## src/rtl/seg_scan_ctrl_pkg.sv

```systemverilog
// seg_scan_ctrl_pkg
// Shared definitions for the four-digit seven-segment scan controller:
// digit count, index width, the "all anodes off" pattern, the scanner
// state encoding and the index-to-anode mapping used by the board's
// 2-to-4 active-low digit decoder.
package seg_scan_ctrl_pkg;

   localparam int NDIG  = 4;
   localparam int IDX_W = 2;

   localparam logic [NDIG-1:0] ANODE_OFF = 4'b1111;

   // ST_IDLE  : scanner parked, display dark
   // ST_BLANK : first BLANK cycles of a digit slot, anodes off to avoid ghosting
   // ST_SHOW  : remainder of the slot, digit driven if its mask bit is set
   typedef enum logic [1:0] {
      ST_IDLE  = 2'd0,
      ST_BLANK = 2'd1,
      ST_SHOW  = 2'd2
   } scan_state_t;

   // Active-low one-hot anode drive for a digit index:
   // 0 -> 1110, 1 -> 1101, 2 -> 1011, 3 -> 0111.
   function automatic logic [NDIG-1:0] anode_pattern(input logic [IDX_W-1:0] idx);
      logic [NDIG-1:0] one_hot;
      one_hot = NDIG'(1) << idx;
      return ~one_hot;
   endfunction

endpackage

```

## src/rtl/seg_scan_ctrl_scan_timer.sv

```systemverilog
// scan_timer
// Slot counter and digit index for the scan controller. The counter runs
// 0..PRESCALE-1 while enabled and advances the digit index on each wrap.
// All outputs describe the position the scanner will occupy after the
// coming clock edge, so the parent can register its outputs in step with
// this block's own registers.
//
// Ports:
//   clk         system clock
//   rst         synchronous active-high reset
//   en          scan enable; 0 parks the counter and index at zero
//   restart     scanner was idle last cycle; the next enabled cycle
//               begins a fresh frame at digit 0
//   idx_next    digit index after the coming edge
//   frame_start coming edge begins a frame (index wraps 3->0, or restart)
//   in_blank    coming edge lands inside the blanking part of the slot
module scan_timer
   import seg_scan_ctrl_pkg::*;
#(
   parameter int PRESCALE = 50000,
   parameter int BLANK    = 500
) (
   input  logic             clk,
   input  logic             rst,
   input  logic             en,
   input  logic             restart,
   output logic [IDX_W-1:0] idx_next,
   output logic             frame_start,
   output logic             in_blank
);

   localparam int CNT_W = (PRESCALE > 1) ? $clog2(PRESCALE) : 1;

   logic [CNT_W-1:0] cnt;
   logic [CNT_W-1:0] cnt_next;
   logic [IDX_W-1:0] idx;
   logic             slot_wrap;
   logic             restart_start;

   // Next counter/index. A disabled scanner is forced to digit 0 slot
   // start; leaving idle restarts there and counts as a frame start so
   // pending data is applied immediately on re-enable.
   always_comb begin
      cnt_next      = cnt;
      idx_next      = idx;
      slot_wrap     = 1'b0;
      restart_start = 1'b0;
      if (!en) begin
         cnt_next = '0;
         idx_next = '0;
      end else if (restart) begin
         cnt_next      = '0;
         idx_next      = '0;
         restart_start = 1'b1;
      end else if (cnt == CNT_W'(PRESCALE - 1)) begin
         cnt_next  = '0;
         idx_next  = idx + 1'b1;
         slot_wrap = 1'b1;
      end else begin
         cnt_next = cnt + 1'b1;
      end
   end

   // A slot wrap that lands back on digit 0 is the 3->0 frame boundary.
   assign frame_start = restart_start | (slot_wrap & (idx_next == '0));
   assign in_blank    = (cnt_next < CNT_W'(BLANK));

   // Counter and index registers.
   always_ff @(posedge clk) begin
      if (rst) begin
         cnt <= '0;
         idx <= '0;
      end else begin
         cnt <= cnt_next;
         idx <= idx_next;
      end
   end

endmodule

```

## src/rtl/seg_scan_ctrl.sv

```systemverilog
// seg_scan_ctrl
// Time-multiplexed scan controller for a 4-digit common-anode
// seven-segment display. Drives the 2-to-4 active-low digit decoder
// (digit_sel/dec_en), the anode lines and the nibble for the segment
// encoder. Each digit slot begins with a blanking interval. New display
// data is staged in a pending buffer and only takes effect at a frame
// start, so a frame is never shown half old / half new.
//
// Ports:
//   clk         system clock
//   rst         synchronous active-high reset
//   en          scan enable; 0 blanks the display and parks the scanner
//   load        single-cycle strobe capturing load_data/load_mask
//   load_data   four nibbles, digit k in bits [4k+3:4k]
//   load_mask   per-digit light enable, bit k = digit k
//   load_ack    one-cycle pulse when pending data reaches the display
//   digit_sel   binary digit index to the decoder
//   dec_en      decoder enable
//   anode_n     active-low one-hot digit drive
//   nibble      value of the current digit
//   frame_tick  one-cycle pulse on the first cycle of each frame
module seg_scan_ctrl
   import seg_scan_ctrl_pkg::*;
#(
   parameter int PRESCALE = 50000,
   parameter int BLANK    = 500
) (
   input  logic        clk,
   input  logic        rst,
   input  logic        en,
   input  logic        load,
   input  logic [15:0] load_data,
   input  logic [3:0]  load_mask,
   output logic        load_ack,
   output logic [1:0]  digit_sel,
   output logic        dec_en,
   output logic [3:0]  anode_n,
   output logic [3:0]  nibble,
   output logic        frame_tick
);

   scan_state_t state;
   scan_state_t state_next;

   logic [IDX_W-1:0] idx_next;
   logic             frame_start;
   logic             in_blank;
   logic             restart_scan;
   logic             apply;

   logic [15:0] pend_data;
   logic [3:0]  pend_mask;
   logic        pend_valid;
   logic [15:0] disp_data;
   logic [3:0]  disp_mask;
   logic [15:0] disp_data_next;
   logic [3:0]  disp_mask_next;

   logic [3:0]  anode_next;
   logic        dec_en_next;
   logic [1:0]  digit_sel_next;
   logic [3:0]  nibble_next;

   assign restart_scan = (state == ST_IDLE);

   scan_timer #(
      .PRESCALE (PRESCALE),
      .BLANK    (BLANK)
   ) u_scan_timer (
      .clk         (clk),
      .rst         (rst),
      .en          (en),
      .restart     (restart_scan),
      .idx_next    (idx_next),
      .frame_start (frame_start),
      .in_blank    (in_blank)
   );

   // The pending set is promoted only on a frame start; the outputs below
   // use the promoted value so new data is visible from digit 0 onward.
   assign apply          = frame_start & pend_valid;
   assign disp_data_next = apply ? pend_data : disp_data;
   assign disp_mask_next = apply ? pend_mask : disp_mask;

   // Next state and next registered outputs. Outputs are decoded from the
   // state being entered so every output lines up with the scanner
   // position registered on the same edge.
   always_comb begin
      state_next     = ST_IDLE;
      anode_next     = ANODE_OFF;
      dec_en_next    = 1'b0;
      digit_sel_next = idx_next;
      nibble_next    = disp_data_next[{idx_next, 2'b00} +: 4];
      if (en) begin
         state_next = in_blank ? ST_BLANK : ST_SHOW;
      end
      case (state_next)
         ST_SHOW: begin
            if (disp_mask_next[idx_next]) begin
               dec_en_next = 1'b1;
               anode_next  = anode_pattern(idx_next);
            end
         end
         default: begin
            anode_next  = ANODE_OFF;
            dec_en_next = 1'b0;
         end
      endcase
   end

   // State register.
   always_ff @(posedge clk) begin
      if (rst) begin
         state <= ST_IDLE;
      end else begin
         state <= state_next;
      end
   end

   // Pending and display buffers. A load arriving on the same edge as an
   // apply becomes the next pending set, while the apply uses the old one.
   always_ff @(posedge clk) begin
      if (rst) begin
         pend_data  <= '0;
         pend_mask  <= '0;
         pend_valid <= 1'b0;
         disp_data  <= '0;
         disp_mask  <= '0;
      end else begin
         disp_data <= disp_data_next;
         disp_mask <= disp_mask_next;
         if (load) begin
            pend_data  <= load_data;
            pend_mask  <= load_mask;
            pend_valid <= 1'b1;
         end else if (apply) begin
            pend_valid <= 1'b0;
         end
      end
   end

   // Output registers.
   always_ff @(posedge clk) begin
      if (rst) begin
         anode_n    <= ANODE_OFF;
         digit_sel  <= '0;
         dec_en     <= 1'b0;
         nibble     <= '0;
         frame_tick <= 1'b0;
         load_ack   <= 1'b0;
      end else begin
         anode_n    <= anode_next;
         digit_sel  <= digit_sel_next;
         dec_en     <= dec_en_next;
         nibble     <= nibble_next;
         frame_tick <= frame_start;
         load_ack   <= apply;
      end
   end

endmodule

```

## config.mk

```make
export PLATFORM = sky130hd
export DESIGN_NAME = seg_scan_ctrl
export DESIGN_NICKNAME = d
export VERILOG_FILES = /design/src/rtl/seg_scan_ctrl_pkg.sv /design/src/rtl/seg_scan_ctrl_scan_timer.sv /design/src/rtl/seg_scan_ctrl.sv
export SDC_FILE = /design/constraint.sdc
export NUM_CORES = 1
export LEC_CHECK = 0
export ABC_AREA = 1
export CAP_MARGIN = 20
export CORE_MARGIN = 4
export CORE_UTILIZATION = 40
export DETAILED_ROUTE_END_ITERATION = 8
export PLACE_DENSITY = 0.61
export SLEW_MARGIN = 5
export SYNTH_ARGS = -nofsm -noshare
export SYNTH_HDL_FRONTEND = slang
export SYNTH_HIERARCHICAL = 1
export SYNTH_SLANG_ARGS = --single-unit
```

## constraint.sdc

```tcl
create_clock -name clk -period 2.55 [get_ports clk]
set_input_delay 0.3825 -clock clk [delete_from_list [all_inputs] [get_ports clk]]
set_output_delay 0.3825 -clock clk [all_outputs]
set_load 0.005 [all_outputs]
```

# [After elaboration in Yosys (flattened, before gate mapping)]
# Index checks and enable logic that the tools add are counted.
[classes] n_addsub=2 order_cmp=2 eq_ne=2 shift=2 muxes=20 n_bitwise=6 reduce_logical=5
[ops] op="$mux W16" n=4
[ops] op="$add A16 B1 Y16 const B" n=1
[ops] op="$eq A16 B16 Y1 const B" n=1
[ops] op="$lt A16 B9 Y1 const B" n=1
[ops] op="$shiftx A16 B5 Y4" n=1
[ops] op="$mux W2" n=5
[ops] op="$mux W1" n=9
[ops] op="$logic_not A2 Y1" n=2
[ops] op="$mux W4" n=1
[ops] op="$not A4 Y4" n=1
[ops] op="$shl A1 B2 Y4 const A" n=1
[ops] op="$lt A2 B3 Y1 const B" n=1
[ops] op="$reduce_or A3 Y1" n=1
[ops] op="$add A2 B1 Y2 const B" n=1
[ops] op="$and A1 B1 Y1" n=2
[ops] op="$bmux W1 S2" n=1
[ops] op="$eq A2 B2 Y1 const B" n=1
[ops] op="$not A1 Y1" n=2
[ops] op="$reduce_bool A2 Y1" n=1
[ops] op="$reduce_or A2 Y1" n=1
[ops] op="$or A1 B1 Y1" n=1
[word_totals] ff_bits=72 input_bits=24 word_cells=52

# [Depth between registers and ports, before layout]
[depth] word_depth=13 mapped_depth=16 mapped_depth_nobuf=15

# [By module]
# Netlist, hierarchy kept.
[by_module_without_submodules] module="seg_scan_ctrl" n_inst=1 cells_per_inst=297 area_each_um2=2154.6 seq_area_each_um2=1121.1
[by_module_without_submodules] module="scan_timer" n_inst=1 cells_per_inst=182 area_each_um2=1098.6 seq_area_each_um2=360.3

# [Worst setup path after synthesis]
# Ideal clock, no wire load.
[synth_path] kind="register to register" start="register u_scan_timer.cnt[0]" end="register anode_n[0]" setup_time_ps=133 arrival_time_ps=2135 t_required_ps=2417 setup_slack_ps=282 path_stages_with_launch=16 synth_period_minus_slack_ps=2268 cell_sequence="dfxtp_1 -> ha_1 -> nand3_1 -> nor2_2 -> nand2_2 -> nor2_1 -> nand2_1 -> a21oi_1 -> nand2_2 -> buf_6 -> nand2_2 -> nand3_1 -> nand2_1 -> inv_2 -> nand2_4 -> nand3_1"
[synth_between] elab_chain_cells=13 elab_cells_between_ends=27 classes_between="1 x add/sub; 1 x order compare; 2 x eq/ne; 1 x shift; 14 x mux; 6 x bitwise; 2 x reduce/logical"
[synth_lines] element="from (decl)" line_no="seg_scan_ctrl_scan_timer.sv:34" text="logic [CNT_W-1:0] cnt;"
[synth_lines] element="from (signal assigned)" line_no="seg_scan_ctrl_scan_timer.sv:74" text="cnt <= cnt_next;"
[synth_lines] element="$eq A16 B16 Y1 (*)" line_no="seg_scan_ctrl_scan_timer.sv:55" text="end else if (cnt == CNT_W'(PRESCALE - 1)) begin"
[synth_lines] element="$mux W2" line_no="seg_scan_ctrl_scan_timer.sv:55"
[synth_lines] element="$mux W2" line_no="seg_scan_ctrl_scan_timer.sv:51" text="end else if (restart) begin"
[synth_lines] element="$mux W2" line_no="seg_scan_ctrl_scan_timer.sv:48" text="if (!en) begin"
[synth_lines] element="$logic_not A2 Y1" line_no="seg_scan_ctrl_scan_timer.sv:65" text="assign frame_start = restart_start | (slot_wrap & (idx_next == '0));"
[synth_lines] element="$and A1 B1 Y1 (*)" line_no="seg_scan_ctrl_scan_timer.sv:65"
[synth_lines] element="$or A1 B1 Y1 (*)" line_no="seg_scan_ctrl_scan_timer.sv:65"
[synth_lines] element="named net frame_start" line_no="seg_scan_ctrl.sv:46" text="logic frame_start;"
[synth_lines] element="$and A1 B1 Y1 (*)" line_no="seg_scan_ctrl.sv:81" text="assign apply = frame_start & pend_valid;"
[synth_lines] element="$mux W4 (*)" line_no="seg_scan_ctrl.sv:83" text="assign disp_mask_next = apply ? pend_mask : disp_mask;"
[synth_lines] element="$bmux W1 S2 (*)" line_no="seg_scan_ctrl.sv:99" text="if (disp_mask_next[idx_next]) begin"
[synth_lines] element="$mux W1 (implied by the code) (*)" line_no="seg_scan_ctrl.sv:99"
[synth_lines] element="$not A1 Y1 (no source line) (*)"
[synth_lines] element="$reduce_or A3 Y1 (no source line) (*)"
[synth_lines] element="to (signal assigned)" line_no="seg_scan_ctrl.sv:152" text="anode_n <= anode_next;"
[synth_lines] element="to (decl)" line_no="seg_scan_ctrl.sv:37" text="output logic [3:0] anode_n,"
# The timed path passes the listed nets; every way through them passes the cells marked *. The select of a mux whose other input is x is not followed.
# A chain may end at the register's enable or synchronous reset.

# [Worst setup path after layout]
[layout_path] start="register u_scan_timer.cnt[0]" end="register nibble[2]"
[layout_between] elab_chain_cells=10 elab_cells_between_ends=13 classes_between="1 x eq/ne; 1 x shift; 7 x mux; 3 x bitwise; 1 x reduce/logical"
[layout_lines] element="$eq A16 B16 Y1 (*)" line_no="seg_scan_ctrl_scan_timer.sv:55"
[layout_lines] element="$mux W2" line_no="seg_scan_ctrl_scan_timer.sv:55"
[layout_lines] element="$mux W2" line_no="seg_scan_ctrl_scan_timer.sv:51"
[layout_lines] element="$mux W2" line_no="seg_scan_ctrl_scan_timer.sv:48"
[layout_lines] element="$logic_not A2 Y1" line_no="seg_scan_ctrl_scan_timer.sv:65"
[layout_lines] element="$and A1 B1 Y1 (*)" line_no="seg_scan_ctrl_scan_timer.sv:65"
[layout_lines] element="$or A1 B1 Y1 (*)" line_no="seg_scan_ctrl_scan_timer.sv:65"
[layout_lines] element="named net frame_start" line_no="seg_scan_ctrl.sv:46"
[layout_lines] element="$and A1 B1 Y1 (*)" line_no="seg_scan_ctrl.sv:81"
[layout_lines] element="$mux W16 (*)" line_no="seg_scan_ctrl.sv:82" text="assign disp_data_next = apply ? pend_data : disp_data;"
[layout_lines] element="$shiftx A16 B5 Y4 (*)" line_no="seg_scan_ctrl.sv:93" text="nibble_next = disp_data_next[{idx_next, 2'b00} +: 4];"
[layout_lines] element="to (signal assigned)" line_no="seg_scan_ctrl.sv:155" text="nibble <= nibble_next;"
[layout_lines] element="to (decl)" line_no="seg_scan_ctrl.sv:38" text="output logic [3:0] nibble,"
# The timed path passes the listed nets; every way through them passes the cells marked *.

==> out/metrics.cfg <==
[yosys]
synth_ff_type=dfxtp_1
synth_cells=479
synth_top_family_by_area=simple AND/OR/NAND/NOR gates
yosysUniqueCellTypes=25
yosysMostFrequentCell=nand2_1
yosys_warnings=6
synth-compound-area-share_pct=7.885
ys_ff_latch=74
netlist_top_cells_area=dfxtp_1 46%, nand2_1 12%, nor2_1 9.9%
ys_async_sr_fraction_pct=0
synth_nets=504
muxShareOfSynthArea_pct=0
synth_top_area_share_pct=45.54
yosys.area.top_type=dfxtp_1
synth_xor_area_share_pct=0.5385
synth-edff-count=0
synthAdderAreaFrac_pct=0.3846
synth_common_cells=104 x nand2_1, 86 x nor2_1, 74 x dfxtp_1
synth_area_sq_um=3253
yosys.area_share.simple_pct=35.08
yosysSeqAreaShare_pct=45.54
syn_avg_cell_area_sq_um=6.791

[flow_run]
drv_cap=0

[cells_and_area]
syn2layout_area_growth_pct=23.65
fillers=793
n_antenna_cell=0
drive_gt1_share_pct=9.452
nNetsFinal=549
utilization_pct=51.52
final_cells=631

[detailed_routing]
wire_per_inst_microns=11.36
vias_per_cell=4.675
first_pass_iters=6
drt-total-wl_microns=7167
drc_errors=0
drt_iter0_drc=187
ant_nets=0
vias=2950

[timing]
clock.fmax_mhz=432.5
post-route-min-period_ps=2312
finalSetupViolCount=0
maxSlewHeadroom_pct=56.67
hold_violations=0
skew_ps=7.321
setup-tns-final_ps=0
timing.final.crit_share_pct=90.67
max_slew.worst_pin.slew_ps=649.2
finalMaxSlewViolations=0

[worst_setup_path]
reg2reg_depth=13
r2r_slack_ps=240
cp_data_required_time_ps=2800
worstSetupEndpointType=flop
critical_path_class=reg -> reg
reg2reg_to=nibble[2]
cp-start-kind=flop
arrival_ps=2560
path_max_fanout=5
reg2reg_from=u_scan_timer/cnt[0]

[power]
powerDensity_nw_per_um2=626.1
p_total_uw=2518
p_leak_uw=0.001756
ir_worst_vdd_mv=0.3633

[die]
die_h_microns=98.18
core_sq_um=7807
io_pins=37
die_w_microns=98.18
start_util_pct=41.67
rows=32
die_area_sq_um=9639

[clocking]
path_clk_slew_ps=80
hold_buffers=0
cts_resized=0
postCtsSetupRepairBufs=0
clock_sinks=74
htree_levels=3
cts_tree=built
clock_path_buffers=2
insertion_delay_ps=350
cts-root-buf=clkbuf_8
cts_buffers=9

[outcome]
outcome=complete, no violations

[placement]
dp_hpwl_microns=5251
io_buffers=36
place_congestion=0.8612
placed_cells=614

[grt]
grt_use_met1_pct=23.02
busiest_layer=met1
grt_pass1_wl_microns=11610
grt.overflow.total=0
grt.total_usage_pct=14.91
first_global_vias=2528
grt_start_max_net_pins=43
use_met3_pct=3.786
met2_usage_pct=19.21
antenna_found_initial=0

[worst_hold_path]
hp-class=reg -> reg
min_to=pend_mask[3]
hp-start=pend_mask[3]
whs_path_depth=2

[power by group]
part	switching, uW	leakage [uW]	internal (uW)
Combinational	120	0.00103	93.1
Clock	440	0.000120	649
Sequential	14.5	0.000605	1200
[worst max path at each step]
| stage | start | end | slack, ps | depth (start not counted) |
|---|---|---|---|---|
| after floorplan | u_scan_timer/cnt[0] | anode_n[0] | 280 | 15 |
| after global placement | en | anode_n[2] | 170 | 12 |
| after detailed placement | en | anode_n[2] | 140 | 12 |
| after CTS | u_scan_timer/cnt[0] | nibble[1] | 150 | 13 |
| after global routing | u_scan_timer/cnt[0] | nibble[1] | -9 | 13 |
| final | u_scan_timer/cnt[0] | nibble[2] | 240 | 13 |
[cell usage in the layout, fill, tap and decap left out, drive strengths merged, types with 3 or more instances in the layout]
cell and instances:
clkinv 3, buf 10, nand3 48, clkbuf 9, nor3 6, bufinv 3
or2 3, o21ai 24, nor2 91, dfxtp 74, a21oi 22, nand2 115
clkdlybuf4s50 36, nand4 4, inv 74
[cells by family (layout without fill, tap and decap cells)]
group                      count (synthesis)  in the layout
DFF                                       74             74
buffers and inverters                     87            136
and+or+nand+nor                          266            267
adders and majority gates                  1              1
AOI/OAI and AO/OA                         49             49
xor gates and xnor gates                   2              2
[state kept, by name, indices dropped and copies added, names as in the netlist]
| signal | flops |
|---|---|
| disp_data | 16 |
| pend_data | 16 |
| u_scan_timer/cnt | 16 |
| anode_n | 4 |
| disp_mask | 4 |
| nibble | 4 |
| pend_mask | 4 |
| digit_sel | 2 |
| state | 2 |
| u_scan_timer/idx | 2 |
| dec_en | 1 |
| frame_tick | 1 |
| load_ack | 1 |
| pend_valid | 1 |
[metrics by stage]
step | hold WS (ps) | area [sq um] | setup WS, ps
floorplan | 429.0 | 3253 | 282.0
global placement | 445.4 | 3762 | 172.9
detailed placement | 455.0 | 3762 | 136.0
CTS | 465.2 | 4003 | 150.8
global route | 498.8 | 4023 | -9.207
finish | 463.7 | 4023 | 237.8
[worst max-delay path: stages (launching register included)]
cell and delay (ps):
dfxtp_1 370, ha_1 220, nand3_1 150, nor2_2 190, nand2_2 100, nor2_1 170
nand2_1 120, a21oi_4 180, nand2_2 130, or2_2 330, nand3_1 80, nand2_1 60
nor2_1 80, nor2_1 40
[layer usage]
layer | up-vias | share of wire (%)
li1 | 1577 | -
met1 | 1292 | 54
met2 | 72 | 38
met3 | 9 | 6.5
met4 | 0 | 1.4
met5 | - | 0
[layout make-up]
cell class,instances,area [sq um],area share [%]
clock inverters,7,116.4,2.893
well taps,102,127.6,3.173
clock buffers,9,123.9,3.079
flip-flops and latches,74,1481,36.83
inverters,74,280.3,6.967
repair buffers,46,447.9,11.14
multi-input cells,319,1445,35.93
Power figures use the tool's default switching activity.
